--- config.mk ---
export PLATFORM = sky130hd
export DESIGN_NAME = eep_ram_bridge
export DESIGN_NICKNAME = d
export VERILOG_FILES = /design/src/rtl/eep_ram_bridge.sv
export SDC_FILE = /design/constraint.sdc
export NUM_CORES = 1
export LEC_CHECK = 0
export CORE_MARGIN = 1.5
export CORE_UTILIZATION = 44
export CTS_BUF_LIST = sky130_fd_sc_hd__clkbuf_8
export DETAILED_ROUTE_END_ITERATION = 7
export GPL_ROUTABILITY_DRIVEN = 0
export GPL_TIMING_DRIVEN = 0
export PLACE_DENSITY_LB_ADDON = 0.2
export REMOVE_ABC_BUFFERS = 1
export SLEW_MARGIN = 20
export SYNTH_ARGS = -nofsm -noshare
export SYNTH_HDL_FRONTEND = slang
export SYNTH_SLANG_ARGS = --single-unit
--- constraint.sdc ---
create_clock -name clk -period 2.18 [get_ports clk]
set_clock_uncertainty 0.05 [all_clocks]
set_input_delay 0.327 -clock clk [delete_from_list [all_inputs] [get_ports clk]]
set_output_delay 0.327 -clock clk [all_outputs]
set_load 0.02 [all_outputs]
--- src/rtl/eep_ram_bridge.sv ---
// eep_ram_bridge: arbitrates one save-RAM port between an EEPROM emulator and
// a host, with emulator priority, an owner-tagged read pipeline and dirty tracking.
//
// Ports:
//   clk, rst             single clock, synchronous active-high reset
//   eep_addr/di/oe/we    emulator request (strobes are levels; rising edge = access)
//   eep_do               registered emulator read data
//   host_req/we/addr/di  host request, level, held until host_ack
//   host_do, host_ack    host read data and one-cycle completion pulse
//   mem_addr/di/oe/we    registered memory port, one strobe cycle per access
//   mem_do               memory read data, valid the cycle after mem_oe
//   dirty, wr_cnt        emulator write tracking, cleared by dirty_clr
module eep_ram_bridge #(
    parameter int ADDR_W = 16
) (
    input  logic              clk,
    input  logic              rst,
    input  logic [ADDR_W-1:0] eep_addr,
    input  logic [7:0]        eep_di,
    output logic [7:0]        eep_do,
    input  logic              eep_oe,
    input  logic              eep_we,
    input  logic              host_req,
    input  logic              host_we,
    input  logic [ADDR_W-1:0] host_addr,
    input  logic [7:0]        host_di,
    output logic [7:0]        host_do,
    output logic              host_ack,
    output logic [ADDR_W-1:0] mem_addr,
    output logic [7:0]        mem_di,
    output logic              mem_oe,
    output logic              mem_we,
    input  logic [7:0]        mem_do,
    output logic              dirty,
    input  logic              dirty_clr,
    output logic [15:0]       wr_cnt
);

    localparam logic [1:0] H_IDLE = 2'd0;
    localparam logic [1:0] H_BUSY = 2'd1;
    localparam logic [1:0] H_DONE = 2'd2;

    localparam logic OWN_EEP  = 1'b0;
    localparam logic OWN_HOST = 1'b1;

    // Edge history
    logic oe_prev_q, oe_prev_d;
    logic we_prev_q, we_prev_d;

    // Memory port
    logic [ADDR_W-1:0] mem_addr_q, mem_addr_d;
    logic [7:0]        mem_di_q, mem_di_d;
    logic              mem_oe_q, mem_oe_d;
    logic              mem_we_q, mem_we_d;
    logic              own_q, own_d;

    // Capture stage: read data arrives one cycle after the strobe
    logic cap_vld_q, cap_vld_d;
    logic cap_own_q, cap_own_d;

    // Read data registers
    logic [7:0] eep_do_q, eep_do_d;
    logic [7:0] host_do_q, host_do_d;

    // Host FSM
    logic [1:0] state_q, state_d;
    logic       cnt_q, cnt_d;
    logic       ack_q, ack_d;

    // Write tracking
    logic        dirty_q, dirty_d;
    logic [15:0] wr_cnt_q, wr_cnt_d;

    logic oe_edge;
    logic we_edge;
    logic eep_hit;
    logic host_go;

    assign oe_edge = eep_oe & ~oe_prev_q;
    assign we_edge = eep_we & ~we_prev_q;
    assign eep_hit = oe_edge | we_edge;

    // Host may only take a slot the emulator does not claim
    assign host_go = (state_q == H_IDLE) & host_req & ~eep_hit;

    always_comb begin
        oe_prev_d  = eep_oe;
        we_prev_d  = eep_we;

        mem_addr_d = mem_addr_q;
        mem_di_d   = mem_di_q;
        mem_oe_d   = 1'b0;
        mem_we_d   = 1'b0;
        own_d      = own_q;

        if (eep_hit) begin
            mem_addr_d = eep_addr;
            mem_di_d   = eep_di;
            // Simultaneous edges: the write wins, the read is dropped
            mem_we_d   = we_edge;
            mem_oe_d   = ~we_edge;
            own_d      = OWN_EEP;
        end else if (host_go) begin
            mem_addr_d = host_addr;
            mem_di_d   = host_di;
            mem_we_d   = host_we;
            mem_oe_d   = ~host_we;
            own_d      = OWN_HOST;
        end
    end

    always_comb begin
        cap_vld_d = mem_oe_q;
        cap_own_d = own_q;
        eep_do_d  = eep_do_q;
        host_do_d = host_do_q;

        if (cap_vld_q) begin
            if (cap_own_q == OWN_EEP) begin
                eep_do_d = mem_do;
            end else begin
                host_do_d = mem_do;
            end
        end
    end

    always_comb begin
        state_d = state_q;
        cnt_d   = cnt_q;
        ack_d   = 1'b0;

        case (state_q)
            H_IDLE: begin
                cnt_d = 1'b0;
                if (host_go) begin
                    state_d = H_BUSY;
                end
            end
            H_BUSY: begin
                // Second BUSY cycle is when host read data is captured,
                // so the ack lines up with host_do being valid
                if (cnt_q) begin
                    cnt_d   = 1'b0;
                    ack_d   = 1'b1;
                    state_d = H_DONE;
                end else begin
                    cnt_d = 1'b1;
                end
            end
            H_DONE: begin
                if (!host_req) begin
                    state_d = H_IDLE;
                end
            end
            default: begin
                state_d = H_IDLE;
                cnt_d   = 1'b0;
            end
        endcase
    end

    always_comb begin
        dirty_d  = dirty_q;
        wr_cnt_d = wr_cnt_q;

        if (we_edge) begin
            // A clear in the same cycle still leaves this write counted
            dirty_d = 1'b1;
            if (dirty_clr) begin
                wr_cnt_d = 16'd1;
            end else if (wr_cnt_q != 16'hFFFF) begin
                wr_cnt_d = wr_cnt_q + 16'd1;
            end
        end else if (dirty_clr) begin
            dirty_d  = 1'b0;
            wr_cnt_d = 16'd0;
        end
    end

    always_ff @(posedge clk) begin
        if (rst) begin
            oe_prev_q  <= 1'b0;
            we_prev_q  <= 1'b0;
            mem_addr_q <= '0;
            mem_di_q   <= 8'h00;
            mem_oe_q   <= 1'b0;
            mem_we_q   <= 1'b0;
            own_q      <= OWN_EEP;
            cap_vld_q  <= 1'b0;
            cap_own_q  <= OWN_EEP;
            eep_do_q   <= 8'h00;
            host_do_q  <= 8'h00;
            state_q    <= H_IDLE;
            cnt_q      <= 1'b0;
            ack_q      <= 1'b0;
            dirty_q    <= 1'b0;
            wr_cnt_q   <= 16'd0;
        end else begin
            oe_prev_q  <= oe_prev_d;
            we_prev_q  <= we_prev_d;
            mem_addr_q <= mem_addr_d;
            mem_di_q   <= mem_di_d;
            mem_oe_q   <= mem_oe_d;
            mem_we_q   <= mem_we_d;
            own_q      <= own_d;
            cap_vld_q  <= cap_vld_d;
            cap_own_q  <= cap_own_d;
            eep_do_q   <= eep_do_d;
            host_do_q  <= host_do_d;
            state_q    <= state_d;
            cnt_q      <= cnt_d;
            ack_q      <= ack_d;
            dirty_q    <= dirty_d;
            wr_cnt_q   <= wr_cnt_d;
        end
    end

    assign mem_addr = mem_addr_q;
    assign mem_di   = mem_di_q;
    assign mem_oe   = mem_oe_q;
    assign mem_we   = mem_we_q;
    assign eep_do   = eep_do_q;
    assign host_do  = host_do_q;
    assign host_ack = ack_q;
    assign dirty    = dirty_q;
    assign wr_cnt   = wr_cnt_q;

endmodule

==> impl_metrics.tcl, run 1 <==
set metrics [dict create \
    crit_type "register to register" \
    p_leak_nw 1.67 \
    outcome "completed" \
    post-route-drc-count 0 \
    fillCellCount 541 \
    crit_path_end_kind "register" \
    cts_made_buffers 9 \
    grt_util_all_layers_pct 23.0 \
    ys_seq_area_share_pct 45.2 \
    ios 123 \
    cts-root-buf "clkbuf_8" \
    initial_core_util_pct 46.4 \
    die_h_um 85.8 \
    p_per_area_nw_per_um2 639 \
    via_per_inst 5.61 \
    htree_levels 3 \
    routed-via-count 2978 \
    start_kind "register" \
    rr_worst_depth 5 \
    crit_required_ns 2.31 \
    power_frac_seq_pct 46.2 \
    wl_per_cell_um 15.3 \
    synth.cell_area_sq_um 3010 \
    hpwl_um 5670 \
    totalWireLength_um 8110 \
    ys.warnings.count 0 \
    rows 29 \
    grt.overflow.total 0 \
    grt_max_degree 67 \
    power.share.clock_pct 36.2 \
    synth.ff_latch_count 68 \
    ant_nets 0 \
    syn_area_per_cell_sq_um 8.99 \
    grt_pass1_wl_um 13500 \
    crit_fanout 8 \
    maxCapViolCount 0 \
    worst-r2r-setup-slack_ns 0.18 \
    clock_path_buffers 2 \
    io_buffers 122 \
    core_area_sq_um 6490 \
    dieArea_sq_um 7350 \
    final_util_pct 69.6 \
    rsz0062_at_grt "false" \
    r2r-start "wr_cnt[0]$_SDFFE_PP0P_" \
    synthCells 335 \
    cp-startpoint "wr_cnt[0]$_SDFFE_PP0P_" \
    drt_iter0_drc 122 \
    p_int_mw 2.15 \
    power.net_switching_mw 0.735 \
    drive_above_1_share_pct 8.15 \
    cts_setup_buffers 0 \
    period_needed_ns 2.00 \
    antenna_found_initial 0 \
    crit_chain "ha_2 -> nand4b_1 -> or4_1 -> o21ai_0 -> a21oi_1" \
    dpl_cell_area_sq_um 4300 \
    cp_slowest_cell "or4_1" \
    grt_pass1_vias 2978 \
    nets 514 \
    area_growth_pct 50.0 \
    cts_tree "built" \
    slew_violations 0 \
    slew_headroom_pct 54.0 \
    crit_end "wr_cnt[0]$_SDFFE_PP0P_" \
    fin_setup_tns_ns 0 \
    timing.critical_path.slowest_cell_delay_ns 0.56 \
    layout_common_cells "clkdlybuf4s50_1 (120), dfxtp_1 (68), nor2_1 (41)" \
    path_clk_slew_ns 0.07 \
    min_period_over_period_pct 91.8 \
    die_w_um 85.8 \
    tightest_slew_ns 0.690 \
    hold_path.class "register to register" \
    peakVddDrop_uv 368 \
    antenna-diode-count 0 \
    setup_violations 0 \
    hold_viol_final 0 \
    swShare_pct 25.4 \
    finalPower_mw 2.89 \
    crit_arrival_ns 2.13 \
    reg2reg_to "wr_cnt[0]$_SDFFE_PP0P_" \
    synth.distinct_cells 55 \
    power_frac_comb_pct 17.6 \
    fin_area_sq_um 4520 \
    fmax_mhz 500 \
    worstSkewPairLatency_ns 0.33 \
    firstDrtPassIters 4 \
    clock_sinks 68 \
    final_common_cell "clkdlybuf4s50_1" \
]
how the worst min path moves through the flow:
stage | start | endpoint | slack [ns] | depth (start not counted)
2_1_floorplan | rst | cnt_q$_SDFFE_PP0P_ | 0.35 | 1
3_3_place_gp | host_do[2]$_SDFFE_PP0P_ | host_do[2]$_SDFFE_PP0P_ | 0.39 | 2
3_5_place_dp | host_do[7]$_SDFFE_PP0P_ | host_do[7]$_SDFFE_PP0P_ | 0.40 | 2
4_1_cts | host_do[7]$_SDFFE_PP0P_ | host_do[7]$_SDFFE_PP0P_ | 0.41 | 2
5_1_grt | host_do[7]$_SDFFE_PP0P_ | host_do[7]$_SDFFE_PP0P_ | 0.42 | 2
6_report | host_do[7]$_SDFFE_PP0P_ | host_do[7]$_SDFFE_PP0P_ | 0.41 | 2
state kept, by name (all words and copies together), names as in the netlist:
signal,count
host_ack,1
we_prev_q,1
cnt_q,1
mem_di,8
mem_oe,1
oe_prev_q,1
cap_vld_q,1
state_q,2
eep_do,8
cap_own_d,1
cap_own_q,1
dirty,1
mem_addr,16
host_do,8
mem_we,1
wr_cnt,16
routing by layer:
layer	wire [um]	vias to the layer above	part of all wire, %	global-route usage [%]
met1	3350	1401	41	27.5
li1	-	1445	-	-
met5	0	-	0	0
met4	125	0	1.5	10.9
met2	3900	120	48	37.0
met3	739	12	9.1	8.18
cell families (layout without fill, tap and decap cells):
group | Yosys count | count (layout) | share of synthesized area (%)
flops | 68 | 68 | 45.2
buf+inv | 32 | 151 | 4.73
xor+xnor | 1 | 1 | 0.291
mux | 32 | 32 | 10.6
simple gates | 125 | 125 | 22.4
fa+ha+maj | 1 | 1 | 0.415
compound gates | 76 | 76 | 16.3
timing repair:
action | CTS | global route
hold buffers | 0 | 0
endpoints found under the setup margin | 0 | 22
gates resized for setup | 0 | 6
cell type report:
cell class / instances / area (sq um) / area share, %
Tap cell: 77 / 96.3 / 2.13
Clock buffer: 11 / 151 / 3.35
Multi-Input combinational cell: 235 / 1540 / 34.1
Sequential cell: 68 / 1360 / 30.1
Timing Repair Buffer: 127 / 1280 / 28.4
Clock inverter: 4 / 48.8 / 1.08
Inverter: 9 / 37.5 / 0.830
metrics by stage:
stage,cells,hold WS (ns),setup WS (ns)
floorplan,312,0.346,-1.64
global placement,511,0.392,-3.20
detailed placement,516,0.399,-0.278
CTS,531,0.410,0.0916
global route,531,0.422,0.0704
finish,531,0.408,0.179
power by group through the flow:
| stage | clock network, mW | logic [mW] | registers (mW) |
|---|---|---|---|
| CTS | 1.07 | 0.511 | 1.34 |
| finish | 1.05 | 0.508 | 1.34 |
| global route | 1.13 | 0.547 | 1.34 |
| detailed placement | 0 | 0.508 | 1.36 |
| floorplan | 0 | 0.161 | 1.42 |
| global placement | 0 | 0.492 | 1.36 |
critical path, delay by kind of cell, from the launching register on:
kind	cells	cell delay (ns)
compound gates	2	0.32
simple gates	2	0.71
fa+ha+maj	1	0.32
flops	1	0.46
cells in the mapped netlist (all sizes together):
| cell | n | area [sq um] |
|---|---|---|
| and4 | 1 | 8.76 |
| or4 | 4 | 31.3 |
| nand2 | 21 | 78.8 |
| nor3 | 5 | 25.0 |
| nand2b | 3 | 18.8 |
| nor2 | 41 | 154 |
| buf | 10 | 60.1 |
| a31o | 1 | 8.76 |
| o31ai | 1 | 7.51 |
| clkinv | 1 | 3.75 |
| o221ai | 2 | 17.5 |
| nand3b | 2 | 15.0 |
| a311oi | 1 | 8.76 |
| o22ai | 1 | 6.26 |
| nor4bb | 1 | 10.0 |
| a21oi | 25 | 129 |
| or3 | 3 | 18.8 |
| o211a | 1 | 10.0 |
| and3 | 2 | 13.8 |
| mux2i | 32 | 320 |
| nor2b | 5 | 31.3 |
| nand3 | 15 | 75.1 |
| nand4 | 10 | 83.8 |
| inv | 8 | 30.0 |
| and2 | 1 | 6.26 |
| nor4 | 4 | 46.3 |
| a22oi | 1 | 7.51 |
| nor3b | 4 | 35.0 |
| or2 | 1 | 6.26 |
| clkbuf | 13 | 48.8 |
| nand4b | 1 | 8.76 |
| ha | 1 | 12.5 |
| xnor2 | 1 | 8.76 |
| nor4b | 1 | 8.76 |
| o22a | 1 | 8.76 |
| o21a | 1 | 7.51 |
| o21ai | 11 | 55.1 |
| o211ai | 1 | 7.51 |
| a211oi | 26 | 195 |
| a41oi | 1 | 8.76 |
| a31oi | 1 | 6.26 |
| a21o | 1 | 7.51 |
| dfxtp | 68 | 1360 |
(Power assumes the default switching activity.)
==> run 2, diff against run 1 <==
--- a/config.mk
+++ b/config.mk
@@ -10,7 +10,6 @@
 export CTS_BUF_LIST = sky130_fd_sc_hd__clkbuf_8
 export DETAILED_ROUTE_END_ITERATION = 7
 export GPL_ROUTABILITY_DRIVEN = 0
-export GPL_TIMING_DRIVEN = 0
 export PLACE_DENSITY_LB_ADDON = 0.2
 export REMOVE_ABC_BUFFERS = 1
 export SLEW_MARGIN = 20
==> run 2 against run 1 <==
Setup slack better by 0.10 ns. First-iteration DRC count is 8.2% lower. Combinational power is 2% higher. Global-route usage is 0.45 points higher. Routed wire length is 0.55% higher. Worst hold slack worse by 0.059 ns. Cell count is 1.9% higher. Clock-buffer cell count is 2 lower. Fmax is 5.3% higher. Die area stayed put. Power is 1.8% lower. Critical path type unchanged. Largest power group unchanged.
==> impl_metrics.tcl, run 2 (synthesis gave the netlist of run 1 again) <==
set metrics [dict create \
    crit_required_ns 2.39 \
    wl_per_cell_um 15.1 \
    antenna_found_initial 0 \
    initial_core_util_pct 46.4 \
    outcome "completed" \
    rows 29 \
    p_per_area_nw_per_um2 621 \
    fillCellCount 524 \
    hold_buffers 0 \
    peakVddDrop_uv 535 \
    worstHoldStart "rst" \
    cts_tree "built" \
    min_period_over_period_pct 87.1 \
    worst-r2r-setup-slack_ns 0.28 \
    slew_violations 0 \
    cts_setup_buffers 0 \
    grt_util_all_layers_pct 23.5 \
    layout.cells.non_filler 541 \
    crit_chain "nand4_4 -> nor4_1 -> nand3_1 -> a311oi_1" \
    worstSkewPairLatency_ns 0.34 \
    start_kind "register" \
    fmax_mhz 527 \
    cts_made_buffers 9 \
    dieArea_sq_um 7350 \
    via_per_inst 5.57 \
    rr_worst_depth 4 \
    core_area_sq_um 6490 \
    firstDrtPassIters 6 \
    rsz0062_at_grt "false" \
    p_leak_nw 1.71 \
    crit_buf_inv 0 \
    ant_nets 0 \
    tightest_slew_ns 0.513 \
    hold_path.class "primary input to register" \
    hpwl_um 5810 \
    htree_levels 3 \
    die_h_um 85.8 \
    clock_path_buffers 2 \
    path_clk_slew_ns 0.08 \
    crit_arrival_ns 2.11 \
    grt_pass1_wl_um 13800 \
    hold_viol_final 0 \
    cp_slowest_cell "dfxtp_1" \
    drt_iter0_drc 112 \
    nets 524 \
    timing.critical_path.slowest_cell_delay_ns 0.47 \
    setup_violations 0 \
    clock_sinks 68 \
    final_common_cell "clkdlybuf4s50_1" \
    dp_cells 526 \
    crit_family "simple AND/OR/NAND/NOR gates" \
    grt_pass1_vias 3091 \
    crit_path_end_kind "register" \
    area_growth_pct 51.5 \
    ios 123 \
    finalWorstSetupSlack_ns 0.281 \
    io_buffers 122 \
    cts-root-buf "clkbuf_8" \
    hold_depth 2 \
    layout_common_cells "clkdlybuf4s50_1 (121), dfxtp_1 (68), nor2_1 (41)" \
    dp_slack_ns 0.116 \
    antenna-diode-count 0 \
    totalWireLength_um 8160 \
    routed-via-count 3013 \
    hold_end "oe_prev_q$_SDFF_PP0_" \
    period_needed_ns 1.90 \
    slew_headroom_pct 65.8 \
    r2r-start "wr_cnt[6]$_SDFFE_PP0P_" \
    grt.overflow.total 0 \
    post-route-drc-count 0 \
    cts_resized 0 \
    reg2reg_to "wr_cnt[5]$_SDFFE_PP0P_" \
    maxCapViolCount 0 \
    final_util_pct 70.3 \
    crit_fanout 7 \
    drive_above_1_share_pct 8.84 \
    crit_type "register to register" \
    grt_max_degree 47 \
    die_w_um 85.8 \
]
[run 2: layer usage]
metal | vias to the layer above | GRT usage [%] | part of all wire [%]
met4 | 0 | 11.9 | 2.2
met5 | - | 0 | 0
li1 | 1471 | - | -
met2 | 128 | 38.5 | 47
met1 | 1395 | 26.9 | 41
met3 | 19 | 8.57 | 9.2
[run 2: report_power, final]
group | internal (mW) | switching, mW | leakage [nW] | total [mW]
registers | 1.30 | 0.0365 | 0.557 | 1.34
clock network | 0.514 | 0.471 | 0.100 | 0.985
logic | 0.281 | 0.235 | 1.05 | 0.516
total | 2.09 | 0.743 | 1.71 | 2.84
[run 2: worst max-delay path by stage]
stage / startpoint / depth (start not counted) / slack [ns] / to
6_report: wr_cnt[6]$_SDFFE_PP0P_ / 4 / 0.28 / wr_cnt[5]$_SDFFE_PP0P_
5_1_grt: wr_cnt[0]$_SDFFE_PP0P_ / 5 / 0.15 / wr_cnt[0]$_SDFFE_PP0P_
4_1_cts: wr_cnt[0]$_SDFFE_PP0P_ / 5 / 0.30 / wr_cnt[15]$_SDFFE_PP0P_
3_5_place_dp: eep_we / 4 / 0.12 / wr_cnt[6]$_SDFFE_PP0P_
3_3_place_gp: eep_we / 4 / 0.14 / wr_cnt[6]$_SDFFE_PP0P_
2_1_floorplan: state_q[0]$_SDFFE_PP0P_ / 3 / -1.64 / mem_addr[0]$_SDFFE_PP0P_
[run 2: metrics by stage]
stage               area, sq um  TNS [ns]  total power [mW]  hold WS, ns
finish                     4560         0              2.84        0.349
floorplan                  2900    -44.85              1.58        0.346
CTS                        4560         0              2.86        0.333
global route               4560         0              2.97        0.348
detailed placement         4380         0              1.88        0.399
global placement           4380         0              1.87        0.392
[run 2: final cells by class]
| type | instances | area, sq um | area share, % |
|---|---|---|---|
| multi-input cells | 235 | 1530 | 33.4 |
| repair buffers | 137 | 1370 | 29.9 |
| flip-flops and latches | 68 | 1360 | 29.8 |
| clock buffers | 9 | 124 | 2.71 |
| well taps | 77 | 96.3 | 2.11 |
| clock inverters | 6 | 57.6 | 1.26 |
| inverters | 9 | 33.8 | 0.740 |
[run 2: worst reg2reg max path: stages (launching register included)]
cell      delay [ns]
dfxtp_1         0.47
nand4_4         0.20
nor4_1          0.43
nand3_1         0.33
a311oi_1        0.33
